===== src/rtl/pio_pkg.sv =====
// pio_pkg: shared PIO constants, CC descriptor layout, FSM encodings and completion helpers
package pio_pkg;

    localparam int CC_LA_LSB   = 0;
    localparam int CC_AT_LSB   = 8;
    localparam int CC_BC_LSB   = 16;
    localparam int CC_DWC_LSB  = 32;
    localparam int CC_STAT_LSB = 43;
    localparam int CC_RID_LSB  = 48;
    localparam int CC_TAG_LSB  = 64;
    localparam int CC_TC_LSB   = 89;
    localparam int CC_ATTR_LSB = 92;
    localparam int CC_DATA_LSB = 96;

    localparam logic [2:0] CPL_SC = 3'b000;
    localparam logic [2:0] CPL_UR = 3'b001;
    localparam logic [2:0] CPL_CA = 3'b100;

    localparam logic [3:0] REQ_MEM_RD = 4'b0000;
    localparam logic [3:0] REQ_MEM_WR = 4'b0001;

    typedef enum logic {IDLE, SEND} tx_state_t;

    typedef struct packed {
        logic [2:0]  tc;
        logic [2:0]  attr;
        logic [15:0] rid;
        logic [7:0]  tag;
        logic [3:0]  be;
        logic [6:0]  addr;
        logic [1:0]  at;
        logic [31:0] data;
    } cc_req_t;

    function automatic logic [6:0] lower_addr(logic [4:0] addr_hi, logic [3:0] be);
        logic [1:0] lo2;
        lo2 = be[0] ? 2'd0 : be[1] ? 2'd1 : be[2] ? 2'd2 : be[3] ? 2'd3 : 2'd0;
        return {addr_hi, lo2};
    endfunction

    function automatic logic [12:0] byte_count(logic [3:0] be);
        return (be[3] & be[0]) ? 13'd4 :
               ((~be[3] & be[2] & be[0]) | (be[3] & be[1] & ~be[0])) ? 13'd3 :
               (be == 4'h3 || be == 4'h6 || be == 4'hC) ? 13'd2 : 13'd1;
    endfunction

endpackage


===== src/rtl/pio_tx_slot.sv =====
// pio_tx_slot: per-BAR read response holding register with valid, clear and sticky overflow
module pio_tx_slot
    import pio_pkg::*;
(
    input  logic    pcie_clk,
    input  logic    pcie_rst_n,
    input  logic    rd_valid,
    input  cc_req_t req_in,
    input  logic    clr,
    output logic    valid,
    output cc_req_t req,
    output logic    overflow
);

    logic capture;

    // A clear on the same edge frees the slot, so the new response is taken instead of dropped
    assign capture = rd_valid & (~valid | clr);

    always_ff @(posedge pcie_clk or negedge pcie_rst_n) begin
        if (!pcie_rst_n) begin
            valid    <= 1'b0;
            req      <= '0;
            overflow <= 1'b0;
        end else begin
            valid <= capture | (valid & ~clr);
            if (capture)
                req <= req_in;
            if (rd_valid & valid & ~clr)
                overflow <= 1'b1;
        end
    end

endmodule


===== src/rtl/pio_tx_engine.sv =====
// pio_tx_engine: completer completion transmitter returning one-DW read data for BAR0/BAR1
module pio_tx_engine
    import pio_pkg::*;
#(
    parameter int C_DATA_WIDTH = 128,
    parameter int KEEP_WIDTH   = C_DATA_WIDTH / 32
) (
    input  logic                    pcie_clk,
    input  logic                    pcie_rst_n,
    input  logic [2:0]              bar0_req_tc,
    input  logic [2:0]              bar0_req_attr,
    input  logic [10:0]             bar0_req_len,
    input  logic [15:0]             bar0_req_rid,
    input  logic [7:0]              bar0_req_tag,
    input  logic [7:0]              bar0_req_be,
    input  logic [15:0]             bar0_req_addr,
    input  logic [1:0]              bar0_req_at,
    input  logic                    bar0_rd_valid,
    input  logic [31:0]             bar0_rd_data,
    input  logic [2:0]              bar1_req_tc,
    input  logic [2:0]              bar1_req_attr,
    input  logic [10:0]             bar1_req_len,
    input  logic [15:0]             bar1_req_rid,
    input  logic [7:0]              bar1_req_tag,
    input  logic [7:0]              bar1_req_be,
    input  logic [15:0]             bar1_req_addr,
    input  logic [1:0]              bar1_req_at,
    input  logic                    bar1_rd_valid,
    input  logic [31:0]             bar1_rd_data,
    output logic [C_DATA_WIDTH-1:0] s_axis_cc_tdata,
    output logic [KEEP_WIDTH-1:0]   s_axis_cc_tkeep,
    output logic                    s_axis_cc_tlast,
    output logic                    s_axis_cc_tvalid,
    output logic [32:0]             s_axis_cc_tuser,
    input  logic                    s_axis_cc_tready,
    output logic                    compl_done,
    output logic                    slot_overflow
);

    tx_state_t               state, state_n;
    cc_req_t                 req0_in, req1_in, r0, r1, sel;
    logic                    v0, v1, ovf0, ovf1, clr0, clr1, pick1;
    logic                    gnt, gnt_n, last0, last0_n, tvalid_n, done_n;
    logic [C_DATA_WIDTH-1:0] beat, tdata_n;
    logic                    unused_ok;

    assign req0_in = '{tc: bar0_req_tc, attr: bar0_req_attr, rid: bar0_req_rid, tag: bar0_req_tag,
                       be: bar0_req_be[3:0], addr: bar0_req_addr[6:0], at: bar0_req_at, data: bar0_rd_data};
    assign req1_in = '{tc: bar1_req_tc, attr: bar1_req_attr, rid: bar1_req_rid, tag: bar1_req_tag,
                       be: bar1_req_be[3:0], addr: bar1_req_addr[6:0], at: bar1_req_at, data: bar1_rd_data};

    pio_tx_slot u_slot0 (.pcie_clk(pcie_clk), .pcie_rst_n(pcie_rst_n), .rd_valid(bar0_rd_valid),
                         .req_in(req0_in), .clr(clr0), .valid(v0), .req(r0), .overflow(ovf0));
    pio_tx_slot u_slot1 (.pcie_clk(pcie_clk), .pcie_rst_n(pcie_rst_n), .rd_valid(bar1_rd_valid),
                         .req_in(req1_in), .clr(clr1), .valid(v1), .req(r1), .overflow(ovf1));

    // Round robin: BAR1 only overtakes when BAR0 holds the most recent grant
    assign pick1 = v1 & (~v0 | last0);

    always_comb begin
        sel = pick1 ? r1 : r0;
        beat = '0;
        beat[CC_LA_LSB +: 7]    = lower_addr(sel.addr[6:2], sel.be);
        beat[CC_AT_LSB +: 2]    = sel.at;
        beat[CC_BC_LSB +: 13]   = byte_count(sel.be);
        beat[CC_DWC_LSB +: 11]  = 11'd1;
        beat[CC_STAT_LSB +: 3]  = CPL_SC;
        beat[CC_RID_LSB +: 16]  = sel.rid;
        beat[CC_TAG_LSB +: 8]   = sel.tag;
        beat[CC_TC_LSB +: 3]    = sel.tc;
        beat[CC_ATTR_LSB +: 3]  = sel.attr;
        beat[CC_DATA_LSB +: 32] = sel.data;
    end

    always_comb begin
        state_n  = state;
        gnt_n    = gnt;
        last0_n  = last0;
        tvalid_n = s_axis_cc_tvalid;
        tdata_n  = s_axis_cc_tdata;
        done_n   = 1'b0;
        clr0     = 1'b0;
        clr1     = 1'b0;
        case (state)
            IDLE: if (v0 | v1) begin
                gnt_n    = pick1;
                tdata_n  = beat;
                tvalid_n = 1'b1;
                state_n  = SEND;
            end
            SEND: if (s_axis_cc_tready) begin
                tvalid_n = 1'b0;
                done_n   = 1'b1;
                clr0     = ~gnt;
                clr1     = gnt;
                last0_n  = ~gnt;
                state_n  = IDLE;
            end
            default: state_n = IDLE;
        endcase
    end

    always_ff @(posedge pcie_clk or negedge pcie_rst_n) begin
        if (!pcie_rst_n) begin
            state            <= IDLE;
            gnt              <= 1'b0;
            last0            <= 1'b0;
            s_axis_cc_tvalid <= 1'b0;
            s_axis_cc_tdata  <= '0;
            compl_done       <= 1'b0;
        end else begin
            state            <= state_n;
            gnt              <= gnt_n;
            last0            <= last0_n;
            s_axis_cc_tvalid <= tvalid_n;
            s_axis_cc_tdata  <= tdata_n;
            compl_done       <= done_n;
        end
    end

    assign s_axis_cc_tkeep = {KEEP_WIDTH{s_axis_cc_tvalid}};
    assign s_axis_cc_tlast = s_axis_cc_tvalid;
    assign s_axis_cc_tuser = '0;
    assign slot_overflow   = ovf0 | ovf1;

    assign unused_ok = ^{bar0_req_len, bar0_req_be[7:4], bar0_req_addr[15:7],
                         bar1_req_len, bar1_req_be[7:4], bar1_req_addr[15:7], sel.addr[1:0]};

endmodule


===== config.mk =====
export PLATFORM = sky130hd
export DESIGN_NAME = pio_tx_engine
export DESIGN_NICKNAME = d
export VERILOG_FILES = /design/src/rtl/pio_pkg.sv /design/src/rtl/pio_tx_slot.sv /design/src/rtl/pio_tx_engine.sv
export SDC_FILE = /design/constraint.sdc
export NUM_CORES = 1
export LEC_CHECK = 0
export ABC_AREA = 0
export BUFFER_PORTS_ARGS = -buffer_cell sky130_fd_sc_hd__buf_2
export CORE_MARGIN = 2
export CORE_UTILIZATION = 30
export CTS_BUF_LIST = sky130_fd_sc_hd__clkbuf_4
export DETAILED_ROUTE_END_ITERATION = 8
export PLACE_DENSITY_LB_ADDON = 0.15
export SLEW_MARGIN = 20
export SYNTH_ARGS = -nofsm -noshare
export SYNTH_HDL_FRONTEND = slang
export SYNTH_HIERARCHICAL = 1
export SYNTH_SLANG_ARGS = --single-unit

===== constraint.sdc =====
create_clock -name pcie_clk -period 1.5 [get_ports pcie_clk]
set_input_delay 0.225 -clock pcie_clk [delete_from_list [all_inputs] [get_ports pcie_clk]]
set_output_delay 0.225 -clock pcie_clk [all_outputs]
set_load 0.03 [all_outputs]

# ---- Word-level counts from Yosys, hierarchy flattened
# Cells that the tools add are included.
dict set report word_totals {
  regBits 244
  in_bits 203
  out_inout_bits 169
  wordCells 86
}
dict set report classes {
  n_eq_ne 5
  n_mux 20
  bitwise 30
  n_reduce_logical 5
}
# op count
set ops {}
lappend ops {{$mux W75} 1}
lappend ops {{$and A1 B1 Y1} 14}
lappend ops {{$mux W2} 6}
lappend ops {{$mux W1} 10}
lappend ops {{$not A1 Y1} 8}
lappend ops {{$or A1 B1 Y1} 8}
lappend ops {{$reduce_and A2 Y1} 3}
lappend ops {{$eq A4 B2 Y1 const B} 1}
lappend ops {{$eq A4 B3 Y1 const B} 1}
lappend ops {{$eq A4 B4 Y1 const B} 1}
lappend ops {{$ne A2 B2 Y1 const B} 2}
lappend ops {{$pmux W1 S2} 2}
lappend ops {{$mux W3} 1}
lappend ops {{$logic_or A1 B1 Y1} 2}

# ---- Longest topological paths before layout
# Gate-level depths: netlist (run 1).
dict set report depth {
  depth_word 10
  depth_mapped 7
  depth_no_buf 5
}

# ---- Cells and area by module
# Netlist (run 1), hierarchy kept.
# module instances cells_each area_per_inst_um2 seq_area_each_um2
set modules_own_cells {}
lappend modules_own_cells {pio_tx_slot 2 165 3115.5 1926.8}
lappend modules_own_cells {pio_tx_engine 1 456 4481.8 2001.9}

# ---- Least setup slack after synthesis (run 1)
# No wires, ideal clock.
dict set report synth_timing {
  path_kind {register to register}
  startpoint {register u_slot0.valid}
  endpoint {register s_axis_cc_tdata[0]}
  setup_time_ns 0.121
  arrival_time_ns 1.394
  t_required_ns 1.379
  setup_slack_ns -0.014
  path_stages_with_launch 8
  n_path_buf 2
  period_less_slack_ns 1.514
  path_cell_list {dfrtp_1 > inv_2 > o21ai_2 > buf_6 > buf_12 > mux2i_1 > o21ai_0 > a22o_1}
}
dict set report synth_between {
  elab_chain_len 8
  word_cells_on_any_way 10
  classes_between {mux (5); bitwise (4); reduce/logical (1)}
}
# element line
set synth_rtl {}
lappend synth_rtl {{start: declaration} pio_tx_slot.sv:10} ;# output logic valid,
lappend synth_rtl {{start signal: assignment} pio_tx_slot.sv:26} ;# valid <= capture | (valid & ~clr);
lappend synth_rtl {{$not A1 Y1} pio_tx_engine.sv:58} ;# assign pick1 = v1 & (~v0 | last0);
lappend synth_rtl {{$or A1 B1 Y1} pio_tx_engine.sv:58}
lappend synth_rtl {{$and A1 B1 Y1} pio_tx_engine.sv:58}
lappend synth_rtl {{$mux W75} pio_tx_engine.sv:61} ;# sel = pick1 ? r1 : r0;
lappend synth_rtl {{$mux W2 (4 in a row)} pio_pkg.sv:37} ;# lo2 = be[0] ? 2'd0 : be[1] ? 2'd1 : be[2] ? 2'd2 : be[3] ? 2'd3 : 2'd0;
lappend synth_rtl {{end signal: assignment} pio_tx_engine.sv:116} ;# s_axis_cc_tdata <= tdata_n;
lappend synth_rtl {{end: declaration} pio_tx_engine.sv:30} ;# output logic [C_DATA_WIDTH-1:0] s_axis_cc_tdata,
# Parallel ways exist; a longest one is shown, timed or not.
# A chain may end at the register's enable or synchronous reset.

# ---- Final worst setup path (run 1)
dict set report layout_timing {
  startpoint {register state}
  endpoint {register u_slot0/req[73] (netlist name)}
}
dict set report layout_between {
  elab_chain_len 3
}
# element line
set layout_rtl {}
lappend layout_rtl {{start: declaration} pio_tx_engine.sv:40} ;# tx_state_t state, state_n;
lappend layout_rtl {{start signal: assignment} pio_tx_engine.sv:112} ;# state <= state_n;
lappend layout_rtl {{$mux W1} pio_tx_engine.sv:84} ;# case (state)
lappend layout_rtl {{net clr0} pio_tx_engine.sv:42} ;# logic v0, v1, ovf0, ovf1, clr0, clr1, pick1;
lappend layout_rtl {{$or A1 B1 Y1} pio_tx_slot.sv:18} ;# assign capture = rd_valid & (~valid | clr);
lappend layout_rtl {{$and A1 B1 Y1} pio_tx_slot.sv:18}
lappend layout_rtl {{end signal: assignment} pio_tx_slot.sv:28} ;# req <= req_in;
lappend layout_rtl {{end: declaration} pio_tx_slot.sv:11} ;# output cc_req_t req,
# The timed path passes the listed nets, and every way through them passes these cells.

==> metrics, run 1 <==
vias around 7,800; Sw Ratio 0.343; design area approximately 17,000 sq um; first-pass GRT wire length between 40,000 and 50,000 microns; post-route ant nets 0; clk_skew 23.4 ps; DP Area about 12,000 sq um; Post-Synthesis Cells 778; min Tclk post-route roughly 1700 ps; I/O pin cnt 372; Chip Width roughly 190 microns; number of clock sinks 230; Root Driver clkbuf_4; gr ovfl total 0; status finished with violations; H-Tree Depth 3; pwr dens 1780 nW/um^2; Max Slew Vio Count 0; I/O Buffers between 200 and 250; Tcrit/Tclk final 1.15; fin cells approximately 1,900; CTS tree built; warnings from Yosys 6; relative slew slack 0.653; kind of end point of the critical path flip-flop; Avg Cell Area, Syn 13.6 sq um; Worst-path clk slew 60 ps; clock share of power 0.191; Placer Congestion roughly 0.73; cts bufs inserted 67; Clock Path Buffers 3; Mapped Area between 10,000 and 15,000 sq um; commonest cells after routing, fill and taps aside 228 x dfrtp_1, 151 x dlygate4sd3_1, 149 x buf_2; CP cell instances nand2_2 > nor2_2 > nand2b_4 > nand2_8 > buf_12 > buf_16 > buf_8 > mux2_4; worst hold slack between 100 and 150 ps; Post-DP HPWL between 15,000 and 20,000 microns; Routed WL a little over 30,000 microns; Worst Hold Class input pin to async pin; nets 1,555; CP startpoint kind flip-flop; largest net degree at the start of global routing between 50 and 60; RSZ-0062 raised after global routing true; slowest stage delay, CP 440 ps; initial antenna violation count 3; sw power between 10 and 15 mW; most common cell after layout, fill and taps aside dfrtp_1; Buffers & Inverters on Critical Path 3; Worst Path Arrival approximately 2300 ps; Lkg Pwr around 8.6 nW; placed cells 1,494; setup slack after layout -219 ps; Comb pwr share 0.449; Final Util 0.492; Die H roughly 190 microns; MaxCap Viol Count 0; Fmax achieved between 500 and 600 MHz; Top delay family on crit path simple AND/OR/NAND/NOR gates; kind of critical path flip-flop to flip-flop; Die ar. approximately 37,000 sq um; GR Util All Layers 0.162; total chip power between 30 and 40 mW; internal power around 20 mW; sequential share of power 0.360; Area growth, synth to finish 61.5%; Core Area between 30,000 and 40,000 sq um; Starting Density 0.305; DR vias/cell 4.19; Worst Path Max Fanout 5; vias in the first global route 8,148; Final Hold Fails 0; Final setup viols roughly 160; DRT Pass-1 Iters 4; # DRC 0; violated checks negative setup slack; FP Rows approximately 70; slowest CP cell dfrtp_1; WP data required 2060 ps; Peak VDD IR approximately 960 uV; worst skew pair latency 680 ps; Slew @ Worst Pin about 520 ps; Routed wire per std cell roughly 16 microns; drt first-iter violations about 220; share of layout cells above drive strength 1 0.497
[per-layer routing]
| layer | wire [microns] | up-vias | GRT usage |
|---|---|---|---|
| met2 | 13800 | 306 | 0.247 |
| met1 | 13800 | 3705 | 0.209 |
| li1 | - | 3716 | - |
| met3 | 2370 | 29 | 0.0571 |
| met4 | 509 | 0 | 0.0636 |
| met5 | 0 | - | 0 |
[flip-flops by register name (all words and copies together) (netlist names)]
register and count:
compl_done 1, gnt 1, last0 1, s_axis_cc_tdata 75, s_axis_cc_tlast 1, state 1, u_slot0/overflow 1, u_slot0/req 73
u_slot0/valid 1, u_slot1/overflow 1, u_slot1/req 73, u_slot1/valid 1
[final timing paths]
path | start | to | slack [ps] | cells past startpoint
min in group pcie_clk | bar0_req_attr[2] | u_slot0/req[71]$_DFFE_PN0P_ | 310 | 3
min | pcie_rst_n | u_slot1/req[14]$_DFFE_PN0P_ | 120 | 2
max reg2reg | state$_DFF_PN0_ | u_slot0/req[73]$_DFFE_PN0P_ | -220 | 8
max | state$_DFF_PN0_ | u_slot0/req[73]$_DFFE_PN0P_ | -220 | 8
min reg2reg | u_slot1/overflow$_DFFE_PN0P_ | u_slot1/overflow$_DFFE_PN0P_ | 500 | 1
max in group asynchronous | pcie_rst_n | s_axis_cc_tdata[89]$_DFFE_PN0P_ | 520 | 3
[power by group through the flow]
stage / combinational [mW] / sequential [mW] / clock, mW
after CTS: 12.8 / 10.8 / 6.13
after global routing: 14.6 / 11.3 / 6.51
final: 13.6 / 10.9 / 5.82
after detailed placement: 9.76 / 10.7 / 0
after global placement: 9.67 / 10.6 / 0
after floorplan: 5.49 / 12.2 / 0
[layout make-up]
| cell class | instances | area [sq um] |
|---|---|---|
| fillers | 3110 | 17600 |
| clock buffers | 99 | 743 |
| flip-flops and latches | 230 | 5760 |
| diodes | 3 | 7.51 |
| clock inverters | 12 | 72.6 |
| inverters | 5 | 23.8 |
| well taps | 455 | 569 |
| repair buffers | 551 | 5480 |
| multi-input cells | 497 | 4390 |
[through the flow]
| step | worst slack [ps] | setup TNS [ps] |
|---|---|---|
| after floorplan | -14.5 | -20.6 |
| after global placement | -73.4 | -4660 |
| after detailed placement | -105 | -6680 |
| after CTS | -286 | -16980 |
| after global routing | -330 | -36330 |
| final | -219 | -16340 |
[timing repair]
action                                  CTS  global route
pin swaps                                 8            18
endpoints found under the hold margin   381             0
buffers inserted                         45            36
endpoints found under the setup margin  220           299
gates resized for setup                 285            94
hold buffers                            151             0
gates cloned                             15            16
Note: power is estimated with default switching activity, not from simulation.
==> run 2: changes to the inputs <==
- ABC_AREA: 0 -> 1
- MAX_ROUTING_LAYER: not set -> met4
- SLEW_MARGIN: 20 -> 40
==> run 2 against run 1 <==
Against the previous run:
- the flow still finishes with violations (negative setup slack)
- combinational power increased by 14%
- area after synthesis decreased by 0.97%
- register-to-register slack improved by 320 ps
- fmax increased by 5.0%
- clock skew increased by 2.6 ps
- clock power increased by 4.1%
- via count increased by 23%
- count of clock-buffer cells in the layout increased by 6
- critical path depth decreased by 6
- global-route usage increased by 3.1 points
- setup slack improved by 82 ps
- wire length increased by 11%
==> metrics, run 2 <==
Area growth, synth to finish 43.9%; kind of critical path flip-flop to output pin; violated checks negative setup slack; first-pass GRT wire length between 50,000 and 60,000 microns; min Tclk post-route approximately 1600 ps; Worst Path Max Fanout 2; number of clock sinks 230; I/O Buffers about 230; gr ovfl total 0; vias in the first global route around 9,700; DRT Pass-1 Iters 5; RSZ-0062 raised after global routing true; Worst-path clk slew approximately 60 ps; Layout fillers 3,501; FP Rows 68; Final setup viols 1; Placer Congestion about 0.74; nets 1,848; internal power between 15 and 20 mW; DR vias/cell around 4.4; initial antenna violation count 1; Post-DP HPWL 19,900 microns; Fmax achieved roughly 600 MHz; CP startpoint kind flip-flop; post-route ant nets 0; H-Tree Depth 3; Routed WL 33,800 microns; largest net degree at the start of global routing 45; WP data required about 1300 ps; drt first-iter violations approximately 470; placed cells between 1,500 and 2,000; status finished with violations; Die ar. around 36,000 sq um; slowest CP cell dfrtp_1; Comb pwr share 0.475; Die H between 150 and 200 microns; most common cell after layout, fill and taps aside nand2_1; Post-Synthesis Cells 1,206; CTS tree built; clk_skew approximately 26 ps; GR Util All Layers 0.192; Routed wire per std cell around 16 microns; sequential share of power 0.340; Worst Hold Class input pin to async pin; pwr dens approximately 2200 nW/um^2; number of flip-flops in the largest register 75; sw power between 10 and 15 mW; cts bufs inserted 71; slowest stage delay, CP roughly 380 ps; biggest regs s_axis_cc_tdata: 75 flops, u_slot0/req: 73 flops, u_slot1/req: 73 flops; worst skew pair latency between 600 and 700 ps; setup slack after layout -137 ps; share of layout cells above drive strength 1 0.259; design area around 15,000 sq um; Sw Ratio 0.424; I/O pin cnt approximately 370; Avg Cell Area, Syn approximately 8.7 sq um; DP Area roughly 12,000 sq um; Core Area about 34,000 sq um; kind of end point of the critical path output pin; Max Slew Vio Count 0; Clock Path Buffers 3; # DRC 0; MaxCap Viol Count 0; Chip Width about 190 microns; clock share of power 0.185; Lkg Pwr ~7.7 nW; Starting Density 0.303; vias roughly 9,500; Final Util 0.436; commonest cells after routing, fill and taps aside 391 x nand2_1, 227 x dfrtp_1, 153 x nand3_1; Worst Path Arrival 1410 ps; Largest Register s_axis_cc_tdata; Root Driver clkbuf_4; Mapped Area approximately 10,000 sq um; Final Hold Fails 0; Peak VDD IR between 900 and 1000 uV; warnings from Yosys 6; CP cell instances or2_4 > buf_6; worst hold slack roughly 63 ps; Tcrit/Tclk final 1.09; fin cells around 2,100
[run 2: changes by cell type in the layout (fill, tap and decap cells not counted), sizes merged, moves of 7 or more]
| cell | previous run | this run |
|---|---|---|
| buf | 387 | 304 |
| nand3 | 1 | 153 |
| nand2 | 82 | 405 |
| clkbuf | 112 | 105 |
| mux2i | 73 | 0 |
| o21ai | 74 | 6 |
| nor2 | 8 | 74 |
| mux2 | 147 | 0 |
| inv | 5 | 15 |
| a21oi | 3 | 139 |
[run 2: layout make-up]
class                      instances  area (sq um)  area share
clock buffer                     105           788      0.0524
clock inverter                    15          85.1     0.00566
inverter                          14          58.8     0.00391
sequential                       230          5760       0.383
timing repair buffer             454          3990       0.266
multi-input combinational        874          3780       0.251
antenna                            1          2.50    0.000166
tap                              455           569      0.0379
[run 2: timing repair]
action,CTS,global route
endpoints found under the hold margin,380,0
hold buffers,152,0
buffers inserted,12,18
gates resized for setup,155,18
gates cloned,1,0
pin swaps,1,3
setup endpoints to repair,80,110
[run 2: worst max-delay path: cells and delay by family, from the launching register on]
family        cells  cell delay, ps
flops             1             380
simple gates      1             250
buf+inv           1             140
[run 2: per-layer routing]
layer  vias up  GRT usage  routed length (microns)
met5         -          -                        0
met4         0     0.0680                      702
met3        57     0.0298                     1710
met2       322      0.308                    16500
met1      4529      0.248                    14900
li1       4639          -                        -
[run 2: final timing paths]
path,depth (start not counted),end,slack (ps),start
setup / recovery,2,slot_overflow,-140,u_slot1/overflow$_DFFE_PN0P_
hold / removal,2,u_slot0/overflow$_DFFE_PN0P_,60,pcie_rst_n
setup reg to reg,4,s_axis_cc_tdata[32]$_DFFE_PN0P_,100,u_slot1/valid$_DFF_PN0_
hold reg to reg,2,u_slot1/req[25]$_DFFE_PN0P_,470,u_slot1/req[25]$_DFFE_PN0P_
max in group asynchronous,3,s_axis_cc_tdata[0]$_DFFE_PN0P_,710,pcie_rst_n
min in group pcie_clk,4,u_slot1/req[20]$_DFFE_PN0P_,340,bar1_rd_data[20]
[run 2: power groups by stage]
| stage | sequential, mW | combinational [mW] | clock [mW] |
|---|---|---|---|
| after floorplan | 12.7 | 7.37 | 0 |
| after global placement | 11.0 | 13.2 | 0 |
| after detailed placement | 11.0 | 13.4 | 0 |
| after CTS | 11.1 | 15.2 | 6.32 |
| after global routing | 11.5 | 17.1 | 6.64 |
| final | 11.1 | 15.5 | 6.06 |
[run 2: per-stage QoR]
step / power (mW) / worst slack [ps] / setup TNS, ps
5_1_grt: 35.2 / -234 / -1260
4_1_cts: 32.7 / -226 / -1670
3_5_place_dp: 24.3 / -6.19 / -6.92
2_1_floorplan: 20.1 / 202 / 0
6_report: 32.7 / -137 / -137
3_3_place_gp: 24.2 / 6.03 / 0
==> run 3: changes to the inputs <==
- CAP_MARGIN: not set -> 20
- CORE_UTILIZATION: 30 -> 45
==> run 3 against run 2 <==
Against the previous run:
- the flow still finishes with violations (negative setup slack)
- highest routed layer unchanged
- setup slack worse by 24 ps
- fmax shrank 1.4%
- core utilization is 21 points higher
==> metrics, run 3 (synthesized netlist as in run 2, its figures left out) <==
most common cell after layout, fill and taps aside nand2_1; Final Hold Fails 0; Die ar. roughly 24,000 sq um; sw power between 10 and 15 mW; violated checks negative setup slack; DRT Pass-1 Iters 5; DR vias/cell 4.94; vias in the first global route just under 10,000; stages on the worst setup path 2; Critical path destination slot_overflow; min Tclk post-route around 1700 ps; slowest CP cell dfrtp_1; Post-DP HPWL about 18,000 microns; CTS tree built; drt first-iter violations between 500 and 600; pwr dens 2190 nW/um^2; clk_skew about 22 ps; commonest cells after routing, fill and taps aside 393 x nand2_1, 227 x dfrtp_1, 153 x nand3_1; Max Slew Vio Count 0; setup slack after layout -161 ps; Top delay family on crit path flip-flops; Worst Hold Class input pin to async pin; Lkg Pwr 7.65 nW; initial antenna violation count 1; Area growth, synth to finish 40.3%; Worst-path clk slew roughly 70 ps; Worst R2R Path Depth 6; WP data required roughly 1300 ps; CP cell instances or2_4 > buf_6; Fmax achieved about 600 MHz; Worst Setup SP u_slot0/overflow$_DFFE_PN0P_; I/O pin cnt between 300 and 400; Routed wire per std cell 16.0 microns; sequential share of power 0.346; number of clock sinks 230; GR Util All Layers 0.262; vias ~9,700; Worst Path Arrival ~1400 ps; Comb pwr share 0.477; design area 14,700 sq um; status finished with violations; DP Area between 10,000 and 15,000 sq um; largest net degree at the start of global routing 56; Sw Ratio 0.422; number of flip-flops in the largest register 75; I/O Buffers 233; Reg2Reg Capture Point s_axis_cc_tdata[18]$_DFFE_PN0P_; FP Rows between 50 and 60; reg2reg start u_slot0/valid$_DFF_PN0_; first-pass GRT wire length 49,200 microns; placed cells approximately 1,700; clock share of power 0.176; worst reg-to-reg setup slack approximately 80 ps; Die H around 160 microns; Final Util 0.645; Peak VDD IR ~1000 uV; Clock Path Buffers 3; RSZ-0062 raised after global routing true; cts bufs inserted 60; Worst Path Max Fanout 2; total chip power around 32 mW; kind of critical path flip-flop to output pin; kind of end point of the critical path output pin; gr ovfl total 0; Placer Congestion just under 0.8; internal power between 15 and 20 mW; worst skew pair latency 680 ps; # DRC 0; nets roughly 1,800; slowest stage delay, CP 380 ps; fin cells approximately 2,000; Final setup viols 7; biggest regs s_axis_cc_tdata: 75 flops, u_slot0/req: 73 flops, u_slot1/req: 73 flops; Root Driver clkbuf_4; CP startpoint kind flip-flop; Tcrit/Tclk final 1.11; Chip Width roughly 160 microns; MaxCap Viol Count 0; H-Tree Depth 2; post-route ant nets 0; share of layout cells above drive strength 1 0.254; Routed WL 31,300 microns; Buffers & Inverters on Critical Path 1; Core Area between 20,000 and 25,000 sq um; Starting Density 0.460; Fin Setup TNS -275 ps; Largest Register s_axis_cc_tdata
-- run 3: cell types whose count changed in the layout (fill, tap and decap cells not counted), sizes merged --
cell         delta
inv             -1
dlygate4sd3     -1
clkinv         -10
bufbuf          +1
buf             -4
clkbuf          -3
-- run 3: repair_timing --
| action | in CTS | in global routing |
|---|---|---|
| setup endpoints to repair | 131 | 161 |
| resized for setup | 137 | 43 |
| endpoints found under the hold margin | 380 | 0 |
| hold buffers | 149 | 0 |
| pin swaps | 1 | 2 |
| cloned | 1 | 1 |
| setup buffers | 7 | 20 |
-- run 3: worst min path at each step --
stage / to / from / depth (start not counted) / slack, ps
3_5_place_dp: s_axis_cc_tdata[16]$_DFFE_PN0P_ / pcie_rst_n / 1 / 160
4_1_cts: u_slot0/req[19]$_DFFE_PN0P_ / pcie_rst_n / 2 / 20
3_3_place_gp: s_axis_cc_tdata[16]$_DFFE_PN0P_ / pcie_rst_n / 1 / 160
6_report: u_slot1/req[45]$_DFFE_PN0P_ / pcie_rst_n / 2 / 60
2_1_floorplan: compl_done$_DFF_PN0_ / pcie_rst_n / 0 / -70
5_1_grt: u_slot0/req[22]$_DFFE_PN0P_ / pcie_rst_n / 2 / 40
-- run 3: worst reg2reg max path, cell delays in order, from the launching register on --
cell and delay, ps:
dfrtp_2 440, buf_4 150, o21ai_4 160, inv_2 100
buf_12 200, o21ai_1 150, o21a_1 150
-- run 3: metrics by stage --
stage               hold WS (ps)  setup slack [ps]
CTS                         18.0              -198
finish                      56.6              -161
global placement             159             -40.4
detailed placement           159             -78.9
floorplan                  -70.6               202
global route                38.5              -212
-- run 3: cell type report --
type	count	area (sq um)
Fill cell	1908	8050
Sequential cell	230	5760
Timing Repair Buffer	451	3930
Multi-Input combinational cell	874	3760
Clock buffer	101	758
Tap cell	285	357
Inverter	14	55.1
Clock inverter	4	41.3
Antenna cell	1	2.50
-- run 3: power groups by stage --
stage	clock [mW]	combinational, mW	sequential (mW)
floorplan	0	7.37	12.7
global placement	0	12.6	10.9
detailed placement	0	12.8	10.9
CTS	5.78	14.5	11.1
global route	6.12	16.7	11.5
finish	5.66	15.3	11.1
-- run 3: layer usage --
layer | track usage | up-vias | wire (microns)
li1 | - | 4604 | -
met1 | 0.332 | 4617 | 13100
met2 | 0.426 | 401 | 15300
met3 | 0.0424 | 67 | 2070
met4 | 0.0974 | 0 | 808
met5 | - | - | 0
